**config.mk**
```make
export PLATFORM = sky130hd
export DESIGN_NAME = tdm_slot_arbiter
export DESIGN_NICKNAME = d
export VERILOG_FILES = /design/src/rtl/tdm_pkg.sv /design/src/rtl/tdm_slot_counter.sv /design/src/rtl/tdm_slot_arbiter.sv
export SDC_FILE = /design/constraint.sdc
export NUM_CORES = 1
export LEC_CHECK = 0
export CAP_MARGIN = 20
export CORE_MARGIN = 10
export CORE_UTILIZATION = 45
export CTS_BUF_LIST = sky130_fd_sc_hd__clkbuf_2
export DETAILED_ROUTE_END_ITERATION = 10
export PLACE_DENSITY_LB_ADDON = 0.2
export REMOVE_ABC_BUFFERS = 1
export SYNTH_ARGS = -nofsm -noshare
export SYNTH_HDL_FRONTEND = slang
export SYNTH_HIERARCHICAL = 1
export SYNTH_SLANG_ARGS = --single-unit
```
**constraint.sdc**
```tcl
create_clock -name clk -period 3.4 [get_ports clk]
set_input_delay 0.34 -clock clk [delete_from_list [all_inputs] [get_ports clk]]
set_output_delay 0.34 -clock clk [all_outputs]
set_load 0.01 [all_outputs]
```
**src/rtl/tdm_pkg.sv**
```systemverilog
`default_nettype none
// ============================================================================
// Module      : tdm_pkg
// Description : Shared types and defaults for the TDM slot arbiter.
// Revision    : 1.0 - initial release
// ============================================================================
package tdm_pkg;

    localparam int TDM_NUM_SLOTS = 7;
    localparam int TDM_NUM_REQ   = 4;

    typedef logic [2:0] slot_t;
    typedef logic [1:0] owner_t;

    typedef enum logic [0:0] {
        IDLE  = 1'b0,
        GRANT = 1'b1
    } state_t;

endpackage
`default_nettype wire

```
**src/rtl/tdm_slot_counter.sv**
```systemverilog
`default_nettype none
// ============================================================================
// Module      : tdm_slot_counter
// Description : Wrapping slot index with a one-cycle frame_start pulse.
// Revision    : 1.0 - initial release
// ============================================================================
module tdm_slot_counter
    import tdm_pkg::*;
#(
    parameter int NUM_SLOTS = TDM_NUM_SLOTS
) (
    input  logic  clk,
    input  logic  reset,
    input  logic  advance,
    output slot_t slot,
    output logic  frame_start
);

    localparam slot_t c_last_slot = slot_t'(NUM_SLOTS - 1);

    slot_t r_slot;
    logic  r_frame_start;

    always_ff @(posedge clk) begin
        if (reset) begin
            r_slot        <= '0;
            r_frame_start <= 1'b0;
        end else begin
            r_frame_start <= advance && (r_slot == c_last_slot);
            if (advance) begin
                r_slot <= (r_slot == c_last_slot) ? '0 : r_slot + slot_t'(1);
            end
        end
    end

    assign slot        = r_slot;
    assign frame_start = r_frame_start;

endmodule
`default_nettype wire

```
**src/rtl/tdm_slot_arbiter.sv**
```systemverilog
`default_nettype none
// ============================================================================
// Module      : tdm_slot_arbiter
// Description : TDM slot-table arbiter with bounded grant hold. Optional
//               work-conserving fallback enabled by TDM_WORK_CONSERVING_EN.
// Revision    : 1.0 - initial release
// ============================================================================
module tdm_slot_arbiter
    import tdm_pkg::*;
#(
    parameter int NUM_REQ   = TDM_NUM_REQ,
    parameter int NUM_SLOTS = TDM_NUM_SLOTS,
    parameter int HOLD_MAX  = 3
) (
    input  logic               clk,
    input  logic               reset,
    input  logic               enable,
    input  logic [NUM_REQ-1:0] req,
    input  logic               cfg_we,
    input  slot_t              cfg_slot,
    input  owner_t             cfg_owner,
    output logic [NUM_REQ-1:0] gnt,
    output slot_t              slot,
    output logic               busy,
    output logic               frame_start
);

    localparam int              c_hold_w   = $clog2(HOLD_MAX + 1);
    localparam logic [c_hold_w-1:0] c_hold_max = c_hold_w'(HOLD_MAX);

    state_t               r_state, w_state_nxt;
    logic [NUM_REQ-1:0]   r_gnt, w_gnt_nxt;
    logic [c_hold_w-1:0]  r_hold, w_hold_nxt;
    owner_t               r_winner, w_winner_nxt;
    owner_t               r_table [NUM_SLOTS];
    owner_t               w_owner;
    logic                 w_advance;

    assign w_owner = r_table[slot];

    // Out-of-range slot indices match no entry, so such writes fall away.
    always_ff @(posedge clk) begin
        for (int i = 0; i < NUM_SLOTS; i++) begin
            if (reset) begin
                r_table[i] <= owner_t'(i % NUM_REQ);
            end else if (cfg_we && (cfg_slot == slot_t'(i))) begin
                r_table[i] <= cfg_owner;
            end
        end
    end

`ifdef TDM_WORK_CONSERVING_EN
    owner_t r_rr_ptr, w_rr_nxt;
    owner_t w_wc_idx, w_cand;
    logic   w_wc_found;

    always_comb begin
        w_wc_found = 1'b0;
        w_wc_idx   = r_rr_ptr;
        w_cand     = r_rr_ptr;
        for (int k = 1; k <= NUM_REQ; k++) begin
            w_cand = r_rr_ptr + owner_t'(k);
            if (!w_wc_found && req[w_cand]) begin
                w_wc_found = 1'b1;
                w_wc_idx   = w_cand;
            end
        end
    end

    always_ff @(posedge clk) begin
        if (reset) r_rr_ptr <= '0;
        else       r_rr_ptr <= w_rr_nxt;
    end
`endif

    always_comb begin
        w_state_nxt  = r_state;
        w_gnt_nxt    = r_gnt;
        w_hold_nxt   = r_hold;
        w_winner_nxt = r_winner;
        w_advance    = 1'b0;
`ifdef TDM_WORK_CONSERVING_EN
        w_rr_nxt     = r_rr_ptr;
`endif
        case (r_state)
            IDLE: begin
                if (enable) begin
                    if (req[w_owner]) begin
                        w_state_nxt           = GRANT;
                        w_gnt_nxt             = '0;
                        w_gnt_nxt[w_owner]    = 1'b1;
                        w_hold_nxt            = c_hold_w'(1);
                        w_winner_nxt          = w_owner;
`ifdef TDM_WORK_CONSERVING_EN
                        w_rr_nxt              = w_owner;
                    end else if (w_wc_found) begin
                        // Borrow the idle slot; it advances only after release.
                        w_state_nxt           = GRANT;
                        w_gnt_nxt             = '0;
                        w_gnt_nxt[w_wc_idx]   = 1'b1;
                        w_hold_nxt            = c_hold_w'(1);
                        w_winner_nxt          = w_wc_idx;
                        w_rr_nxt              = w_wc_idx;
`endif
                    end else begin
                        w_advance = 1'b1;
                    end
                end
            end
            GRANT: begin
                if (!req[r_winner] || (r_hold == c_hold_max)) begin
                    w_state_nxt = IDLE;
                    w_gnt_nxt   = '0;
                    w_hold_nxt  = '0;
                    w_advance   = 1'b1;
                end else begin
                    w_hold_nxt = r_hold + c_hold_w'(1);
                end
            end
            default: begin
                w_state_nxt = IDLE;
                w_gnt_nxt   = '0;
                w_hold_nxt  = '0;
            end
        endcase
    end

    always_ff @(posedge clk) begin
        if (reset) begin
            r_state  <= IDLE;
            r_gnt    <= '0;
            r_hold   <= '0;
            r_winner <= '0;
        end else begin
            r_state  <= w_state_nxt;
            r_gnt    <= w_gnt_nxt;
            r_hold   <= w_hold_nxt;
            r_winner <= w_winner_nxt;
        end
    end

    tdm_slot_counter #(
        .NUM_SLOTS   (NUM_SLOTS)
    ) u_slot_counter (
        .clk         (clk),
        .reset       (reset),
        .advance     (w_advance),
        .slot        (slot),
        .frame_start (frame_start)
    );

    assign gnt  = r_gnt;
    assign busy = |r_gnt;

endmodule
`default_nettype wire
```
# Yosys cells after proc, flatten, opt, wreduce, memory -nomap -nowiden
# Memories as Yosys holds them, arrays and structs flattened. A register that Yosys moved wholly into a read port is not among the register bits.
# Cells that the tools add are included.
# classes
n_addsub	2
magnitude_cmp	3
eq_ne	11
mux	55
n_bitwise	8
reduce_logical	16
# op_table
op	count
$mux W1	32
$mux W2	10
$eq A3 B3 Y1 const B	4
$mux W4	3
$logic_and A1 B1 Y1	9
$mux W3	3
$pmux W4 S2	1
$or A1 B1 Y1	7
$eq A3 B2 Y1 const B	2
$lt A2 B3 Y1 const B	2
$reduce_and A3 Y1	2
$bmux W1 S2	2
$ne A2 B2 Y1 const B	2
$pmux W1 S2	2
$pmux W2 S2	1
$reduce_or A4 Y1	1
$add A3 B1 Y3 const B	1
$eq A3 B1 Y1 const B	1
$logic_not A3 Y1	1
$add A2 B1 Y2 const B	1
$demux W1 S2	1
$eq A2 B2 Y1 const B	1
$ge A2 B1 Y1 const B	1
$ne A2 B1 Y1 const B	1
other kinds (4)	4
# word_totals
reg_bits	13
ramBits	14
input_bits	13
out_inout_bits	9
elab_cells	102
memories	1
# memory_table
name	depth	width	read_ports	rd_clocked_by_memory_dff	write_ports	line	text
r_table	7	2	1	1	7	tdm_slot_arbiter.sv:35	owner_t r_table [NUM_SLOTS];

# Logic depth before layout (Yosys ltp)
# Gate-level depths: netlist (run 1).
# depth
depth_word	8
mapped_depth	10
mapped_depth_nobuf	9

# By module
# The synthesis (run 1) kept the hierarchy.
# modules_own_cells
module	n_inst	cells_each	area_per_inst_um2	seq_area_each_um2
tdm_slot_arbiter	1	130	1316.3	600.6
tdm_slot_counter	1	17	162.7	80.1

# Worst setup path before layout (run 1)
# No wires, ideal clock.
# synth_path
kind	reg2reg
startpoint	register, netlist name u_slot_counter/slot[0]
endpoint	register r_hold[1]
setup_ns	0.070
arrival_time_ns	2.453
t_required_ns	3.330
slack_ns	0.877
path_stages_with_launch	8
n_path_buf	1
synth_period_minus_slack_ns	2.523
cell_sequence	dfxtp_1 > buf_6 > mux4_2 > or2_1 > o2111a_1 > o41a_1 > or3b_1 > a21oi_1
# synth_lines
item	line	text
end signal, assigned	tdm_slot_arbiter.sv:137	r_hold <= w_hold_nxt;
end, declared	tdm_slot_arbiter.sv:33	logic [c_hold_w-1:0] r_hold, w_hold_nxt;

# Worst setup path after layout (run 1)
# layout_path
startpoint	register u_slot_counter.r_slot[0] (netlist: u_slot_counter/slot[0])
endpoint	register u_slot_counter.r_slot[1] (netlist: u_slot_counter/slot[1])
# layout_via
elab_chain_cells	2
elab_cells_between_ends	3
classes_between	add/sub: 1; eq/ne: 1; mux: 1
# layout_rtl
item	line	text
start, declared	tdm_slot_counter.sv:21	slot_t r_slot;
start signal, assigned	tdm_slot_counter.sv:31	r_slot <= (r_slot == c_last_slot) ? '0 : r_slot + slot_t'(1);
$add A3 B1 Y3 or $eq A3 B3 Y1 (tied branches)	tdm_slot_counter.sv:31	
$mux W3 *	tdm_slot_counter.sv:31	
# Every way passes the cells marked *; elsewhere a longest branch is shown, timed or not.
# A chain may end at the register's enable or synchronous reset.

==> flow_summary.toml, run 1 <==
[power_and_ir_drop]
power_report.internal_total_uw = 540
clkPwrFrac_pct = 14.6
power.switching_uw = 269
ir_drop_mv = 0.141
leakage_nw = 0.587
p_seq_share_pct = 51.8
switching_share_pct = 33.3
powerDensity_mw_per_mm2 = 463
combPwrFrac_pct = 33.6

[timing]
holdWs_ns = 0.508
setup_violations = 0
period_share_pct = 85.3
final-hold-violation-count = 0
rsz0062_at_grt = "false"
worst_pin_slew_ns = 0.490
post-route-min-period_ns = 2.90
finalSetupTns_ns = 0
fmax_mhz = 345
fin_skew_ns = 0.00696
slew_viol_final = 0
relSlewSlack_pct = 67.3

[floorplan]
core_mm2 = 0.00310
boundaryPins = 22
initial_utilization_pct = 47.7
die_area_mm2 = 0.00598
die_w_um = 77.3
fp-row-count = 20
die_h_um = 77.3

[critical_path]
path_class = "register to register"
r2r.worst_path.cells = 9
critPathRequiredTime_ns = 3.67
crit_fanout = 13
setup.worst_path.end_class = "register"
r2r_end = "u_slot_counter/slot[1]$_SDFFE_PP0P_"
crit_start = "u_slot_counter/slot[0]$_SDFFE_PP0P_"
cp.arrival_ns = 3.17
startpoint_type = "register"
worst-r2r-setup-slack_ns = 0.50
r2r-start = "u_slot_counter/slot[0]$_SDFFE_PP0P_"

[synthesis]
yosysUniqueCellTypes = 44
yosysTopAreaCell = "edfxtp_1"
synth_edf_count = 14
synth_area_mm2 = 0.00148
synth_seq_cells = 27
synth-main-ff-cell = "edfxtp_1"
yosysTopAreaCellShare_pct = 28.4
avgSynthCellArea_um2 = 10.1
async_flop_share_pct = 0
ys_warn_count = 6
synth_cells = 147
ys_seq_area_share_pct = 46.0
synth_area_leaders = "edfxtp_1 28%, dfxtp_1 18%, nor2_1 4.3%, nand2b_1 3.4%, nand2_1 3.3%"

[detailed_routing]
via_count = 1192
antenna_left = 0
top_layer = "met4"
wire_per_inst_um = 14.7
wl_met1_um = 1320
wl_met2_um = 1600
drc = 0
dr_wl_met3_um = 191
drt_iter0_drc = 54
via_per_inst = 5.60
detail_route.first_pass.iterations = 4
wirelength_um = 3130

[clock_tree]
post_cts_buffers = 0
clock_latency_ns = 0.34
cts_made_buffers = 3
clock-sinks = 27
clockBufferDepth = 2
cts_root_buf = "clkbuf_2"
cts_tree = "done"
path_clk_slew_ns = 0.25
cts_hold_buf = 0
cts_resized = 0
h-tree-depth = 1

[global_route]
grt_use_total_pct = 10.8
antenna_found_initial = 0
grt_max_degree = 21
overflow = 0
grt_pass1_wl_um = 5420
grt_pass1_vias = 1171

[placement]
gp_congestion = 0.822
dp_hpwl_um = 2540
io_buffers = 21

[layout]
n_antenna_cell = 0
final_net_count = 184
drive_gt1_share_pct = 8.28
fill_cells = 294
final_common_cell = "clkdlybuf4s50_1"
area_delta_synth_final_pct = 18.3
final_cell_mix = "21 x clkdlybuf4s50_1, 17 x nor2_1, 14 x edfxtp_1"

[worst_hold_path]
hp-start = "gnt[1]$_SDFFE_PP0P_"
hold_class = "register to register"
hold_path_depth = 2
hold-path-endpoint = "gnt[1]$_SDFFE_PP0P_"

[status]
outcome = "finished, final reports clean"

[job]
maxCapViolCount = 0
power by group through the flow:
| stage | Combinational [mW] | Sequential, mW | Clock (mW) |
|---|---|---|---|
| finish | 0.272 | 0.419 | 0.119 |
| CTS | 0.272 | 0.420 | 0.127 |
| global placement | 0.261 | 0.423 | 0 |
| global route | 0.301 | 0.428 | 0.140 |
| floorplan | 0.173 | 0.422 | 0 |
| detailed placement | 0.271 | 0.427 | 0 |
registers in the layout, summed over array words and instances (netlist names):
signal	cells
r_table	14
gnt	4
u_slot_counter/slot	3
r_hold	2
r_winner	2
r_state	1
u_slot_counter/frame_start	1
per-layer routing:
metal | track usage [%] | up-vias
met5 | 0 | -
met3 | 3.03 | 2
met4 | 3.65 | 0
met2 | 18.8 | 31
met1 | 12.3 | 561
li1 | - | 598
how the worst max path moves through the flow:
stage	end	slack, ns	depth (start not counted)
2_1_floorplan	r_hold[1]$_SDFFE_PP0P_	0.86	6
3_3_place_gp	u_slot_counter/slot[0]$_SDFFE_PP0P_	0.74	8
3_5_place_dp	u_slot_counter/slot[1]$_SDFFE_PP0P_	0.57	9
4_1_cts	u_slot_counter/frame_start$_SDFF_PP0_	0.54	8
5_1_grt	u_slot_counter/frame_start$_SDFF_PP0_	0.30	8
6_report	u_slot_counter/slot[1]$_SDFFE_PP0P_	0.50	9
cell usage after synthesis, types with 3 or more instances:
| library cell | count |
|---|---|
| a21oi_1 | 7 |
| o21ai_0 | 3 |
| mux2i_1 | 3 |
| nor3b_1 | 3 |
| nor2_1 | 17 |
| a21o_1 | 4 |
| edfxtp_1 | 14 |
| o21bai_1 | 3 |
| nand3b_1 | 6 |
| dfxtp_1 | 13 |
| nand2b_1 | 8 |
| nand2_1 | 13 |
| or3_1 | 4 |
| clkbuf_1 | 3 |
| inv_1 | 6 |
| o32ai_1 | 3 |
| o21a_1 | 3 |
final cells by class:
class	instances	area, um2	area share [%]
clock buffer	3	15.0	0.858
clock inverter	1	5.00	0.286
inverter	6	22.5	1.29
multi-input combinational	110	753	43.1
sequential	27	681	38.9
tap	44	55.1	3.15
timing repair buffer	22	218	12.4
stage by stage:
stage          setup WS (ns)  area, um2  instances  util (%)  total power, mW
2_1_floorplan          0.863       1460        143         -            0.595
3_3_place_gp           0.739       1730        209      55.7            0.684
3_5_place_dp           0.570       1730        209      55.7            0.698
4_1_cts                0.540       1750        213      56.4            0.819
5_1_grt                0.300       1750        213      56.4            0.869
6_report               0.499       1750        213      56.4            0.809
kinds of logic (layout without fill, tap and decap cells):
group,Yosys count,after routing,share of synthesized area (%)
AO/OA/AOI/OAI,35,35,17.5
adder cells (fa/ha/maj),1,1,0.846
buffers and inverters,10,32,3.05
flip-flops,27,27,46.0
multiplexers,8,8,7.36
AND/OR/NAND/NOR,66,66,25.2
critical path, cell delays in order (launching register included):
cell	delay (ns)
dfxtp_1	0.68
mux4_2	0.61
or2_1	0.28
o2111a_1	0.16
nor4_1	0.34
a21oi_1	0.11
nor2_1	0.33
o21ai_0	0.15
nand2_1	0.09
a21oi_1	0.06
Note: power is estimated with default switching activity, not from simulation.
==> run 2: changes to the inputs <==
- GPL_TIMING_DRIVEN: not set -> 0
==> run 2 against run 1 <==
Effect of this change:
- register-to-register slack improved by 0.04 ns
- clock power barely moved
- global-route usage shrank 0.72 points
- clock-buffer cell count did not move
- via count shrank 2.7%
- design area decreased by 0.43%
- die area did not move
- wire length shrank 2.8%
- sequential cell count is the same
- non-clock buffer count down 1
- first-iteration DRC count did not move
- sequential power barely moved
- critical endpoint unchanged
==> flow_summary.toml, run 2 (synthesized netlist as in run 1, its figures left out) <==
[clock_tree]
cts_made_buffers = 3
path_clk_slew_ns = 0.25
cts_hold_buf = 0
clockBufferDepth = 2
cts_resized = 0
h-tree-depth = 1
cts_tree = "done"
clock-sinks = 27
cts_root_buf = "clkbuf_2"
post_cts_buffers = 0
clock_latency_ns = 0.36

[detailed_routing]
detail_route.first_pass.iterations = 4
via_count = 1160
drc = 0
drt_iter0_drc = 54
antenna_left = 0
wire_per_inst_um = 14.3
wirelength_um = 3040
via_per_inst = 5.47

[critical_path]
crit_top_cell = "a21oi_1"
setup.worst_path.end_class = "register"
critPathRequiredTime_ns = 3.65
critPathMaxStageDelay_ns = 0.68
path_class = "register to register"
cp.arrival_ns = 3.11
timing.critical_path.buf_inv = 0
slowest_stage = "dfxtp_1"
crit_start = "u_slot_counter/slot[0]$_SDFFE_PP0P_"
crit_fanout = 13
r2r-start = "u_slot_counter/slot[0]$_SDFFE_PP0P_"
cpLargestDelayFamily = "simple AND/OR/NAND/NOR gates"
startpoint_type = "register"
cp_cell_sequence = "mux4_2, or2_1, o2111a_1, nor4_1, a21oi_1, nor2_1, o21ai_0, nand2_1, a21oi_1"

[floorplan]
die_h_um = 77.3
die_area_mm2 = 0.00598
die_w_um = 77.3
core_mm2 = 0.00310
boundaryPins = 22
fp-row-count = 20
initial_utilization_pct = 47.7

[placement]
dp_hpwl_um = 2400
gp_congestion = 0.762
dp.cells = 208
io_buffers = 21

[power_and_ir_drop]
powerDensity_mw_per_mm2 = 464
leakage_nw = 0.582
p_total_uw = 807
ir_drop_mv = 0.218

[global_route]
met2_usage_pct = 18.3
antenna_found_initial = 0
grt_pass1_wl_um = 5090
overflow = 0
grt_max_degree = 31
met1_usage_pct = 10.8
busiest_layer = "met2"
grt_use_total_pct = 10.1
grt_util_met3_pct = 2.68
grt_pass1_vias = 1180

[layout]
n_antenna_cell = 0
fill_cells = 308
final_net_count = 183
instances_no_fill = 212
top_register = "r_table"
area_delta_synth_final_pct = 17.8
drive_gt1_share_pct = 7.74
largest_register_ffs = 14
final_common_cell = "clkdlybuf4s50_1"
final_cell_mix = "21 x clkdlybuf4s50_1, 17 x nor2_1, 14 x edfxtp_1"

[status]
outcome = "finished, final reports clean"

[job]
maxCapViolCount = 0

[timing]
fin_skew_ns = 0.0198
final-hold-violation-count = 0
worst_pin_slew_ns = 0.989
finalSetupTns_ns = 0
slew_viol_final = 0
fmax_mhz = 349
setup_violations = 0
post-route-min-period_ns = 2.86
period_share_pct = 84.2
relSlewSlack_pct = 33.9
rsz0062_at_grt = "false"
holdWs_ns = 0.504

[worst_hold_path]
hp-start = "gnt[1]$_SDFFE_PP0P_"
hold_class = "register to register"
run 2: cell types whose count changed in the layout (fill, tap and decap cells not counted), sizes merged:
cell | previous run | this run
buf | 1 | 0
run 2: path summary, 6_finish.rpt:
check / to / cells after the start / slack (ns)
setup / recovery: u_slot_counter/slot[1]$_SDFFE_PP0P_ / 9 / 0.54
hold / removal: gnt[1]$_SDFFE_PP0P_ / 2 / 0.50
setup reg to reg: u_slot_counter/slot[1]$_SDFFE_PP0P_ / 9 / 0.54
hold reg to reg: gnt[1]$_SDFFE_PP0P_ / 2 / 0.50
run 2: per-layer routing:
| layer | share of wire [%] | up-vias |
|---|---|---|
| met1 | 44 | 542 |
| met3 | 4.5 | 5 |
| met4 | 1.3 | 0 |
| met2 | 51 | 20 |
| li1 | - | 593 |
| met5 | 0 | - |
run 2: where the power goes:
group / total (mW) / switching [mW] / internal (mW)
Sequential: 0.418 / 0.0415 / 0.377
Clock: 0.120 / 0.0932 / 0.0266
Combinational: 0.269 / 0.133 / 0.136
Total: 0.807 / 0.267 / 0.540
run 2: final cells by class:
class                   count  area [um2]  area share (%)
flip-flops and latches     27         681            39.1
clock inverters             1        5.00           0.287
well taps                  44        55.1            3.16
inverters                   6        22.5            1.29
multi-input cells         110         753            43.2
clock buffers               3        15.0           0.862
repair buffers             21         210            12.1
run 2: metrics by stage:
stage / area [um2] / setup slack, ns / utilization (%)
6_report: 1740 / 0.536 / 56.1
3_5_place_dp: 1720 / 0.559 / 55.5
5_1_grt: 1740 / 0.233 / 56.1
4_1_cts: 1740 / 0.559 / 56.1
3_3_place_gp: 1720 / 0.628 / 55.5
2_1_floorplan: 1460 / 0.863 / -
run 2: worst min-delay path, stage by stage, from the launching register on:
cell and delay [ns]:
dfxtp_1 0.38, inv_1 0.05, o32ai_1 0.07
==> run 3: changes to the inputs <==
- clock period: 3.4 -> 2.5 ns (I/O delays scaled with it)
==> run 3 against run 2 <==
Effect of this change:
- total power rose by 44%
- via count rose by 1.6%
- die area did not move
- fmax rose by 18%
- first-iteration DRC count fell by 41%
- wire length rose by 3.4%
- setup slack got worse by 0.47 ns
- sequential power rose by 35%
- non-clock buffer count rose by 2
- clock power rose by 37%
- critical endpoint is now r_hold[1]$_SDFFE_PP0P_
- largest cell class unchanged
- highest routed layer unchanged
==> flow_summary.toml, run 3 (synthesized netlist as in run 1, its figures left out) <==
[floorplan]
die_area_mm2 = 0.00598
die_w_um = 77.3
core_mm2 = 0.00310
fp-row-count = 20
die_h_um = 77.3
boundaryPins = 22
initial_utilization_pct = 47.7

[job]
maxCapViolCount = 0

[critical_path]
crit_fanout = 4
startpoint_type = "register"
critPathMaxStageDelay_ns = 0.54
cp_cell_sequence = "mux4_2, a21o_1, and4_1, o41a_1, or3b_1, a21oi_2"
slowest_stage = "mux4_2"
setup.worst_path.end_class = "register"
critPathRequiredTime_ns = 2.81
cp.arrival_ns = 2.75
path_class = "register to register"

[layout]
fill_cells = 300
top_register = "r_table"
multiInputGateArea_um2 = 790
post-route-cell-area_mm2 = 0.00181
n_antenna_cell = 0
final_common_cell = "clkdlybuf4s50_1"
largest_register_ffs = 14
final_cell_mix = "21 x clkdlybuf4s50_1, 16 x nor2_1, 14 x edfxtp_1"
area_delta_synth_final_pct = 22.2
final_net_count = 185
drive_gt1_share_pct = 14.1
register_area_um2 = 687

[clock_tree]
cts_tree = "done"
cts_made_buffers = 3
h-tree-depth = 1
cts_root_buf = "clkbuf_2"
path_clk_slew_ns = 0.25
clock_latency_ns = 0.37
clockBufferDepth = 2
clock-sinks = 27

[detailed_routing]
via_count = 1178
antenna_left = 0
drt_iter0_drc = 32
via_per_inst = 5.50
wirelength_um = 3140
drc = 0
wire_per_inst_um = 14.7
detail_route.first_pass.iterations = 4

[status]
outcome = "finished, final reports clean"

[global_route]
overflow = 0
grt_max_degree = 31
grt_use_total_pct = 10.1
met1_usage_pct = 10.7
antenna_found_initial = 0
grt_pass1_wl_um = 5080
met2_usage_pct = 18.3
grt_pass1_vias = 1187
grt_util_met3_pct = 2.80
busiest_layer = "met2"

[timing]
slew_viol_final = 0
fmax_mhz = 411
setup_violations = 0
finalSetupTns_ns = 0
fin_ws_ns = 0.0669
final-hold-violation-count = 0
period_share_pct = 97.3
holdWs_ns = 0.503
post-route-min-period_ns = 2.43
worst_pin_slew_ns = 0.994
fin_skew_ns = 0.0169
relSlewSlack_pct = 33.5

[placement]
dp_hpwl_um = 2400
gp_congestion = 0.762
dpl_cell_area_mm2 = 0.00172
pre_cts_ws_ns = -0.341
io_buffers = 21

[power_and_ir_drop]
leakage_nw = 0.600
p_total_mw = 1.16
powerDensity_mw_per_mm2 = 642
ir_drop_mv = 0.301

[worst_hold_path]
hold_class = "register to register"
run 3: changes by cell type in the layout (fill, tap and decap cells not counted), moves of 2 or more:
cell,change
a21oi_1,-2
dfxtp_1,-3
a21oi_2,+2
dfxtp_2,+2
buf_6,+2
run 3: report_power, final:
part           total, mW  internal, mW  switching, mW
registers          0.563         0.517         0.0468
clock network      0.165        0.0362          0.129
logic              0.431         0.218          0.213
total               1.16         0.771          0.389
run 3: metal layers:
metal  share of wire, %  vias up
met2                 52       18
met1                 42      559
met5                  0        -
met3                4.4        5
met4                1.3        0
li1                   -      596
run 3: repair_timing:
action	in CTS	in global routing
gates resized for setup	4	11
setup endpoints to repair	13	9
setup buffers	2	0
hold buffers	0	0
pin swaps	0	8
run 3: worst max-delay path: cells and delay by family, from the launching register on:
family          cells  cell delay, ns
compound gates      3            0.78
mux                 1            0.54
simple gates        2            0.65
flops               1            0.44
run 3: cell type report:
cell class	count	area share [%]
multi-input combinational	110	43.7
clock inverter	1	0.277
sequential	27	38.0
inverter	6	1.25
clock buffer	3	0.831
tap	44	3.05
timing repair buffer	23	12.9
run 3: through the flow:
step,util (%),cells
finish,58.2,214
global route,58.2,214
CTS,56.9,214
detailed placement,55.5,208
global placement,55.5,208
floorplan,-,143
run 3: path summary, 6_finish.rpt:
kind	startpoint	to	slack [ns]	cells after the start
worst max-delay path	u_slot_counter/slot[0]$_SDFFE_PP0P_	r_hold[1]$_SDFFE_PP0P_	0.07	6
worst min-delay path	gnt[1]$_SDFFE_PP0P_	gnt[1]$_SDFFE_PP0P_	0.50	2
worst min register to register	gnt[1]$_SDFFE_PP0P_	gnt[1]$_SDFFE_PP0P_	0.50	2
worst max register to register	u_slot_counter/slot[0]$_SDFFE_PP0P_	r_hold[1]$_SDFFE_PP0P_	0.07	6
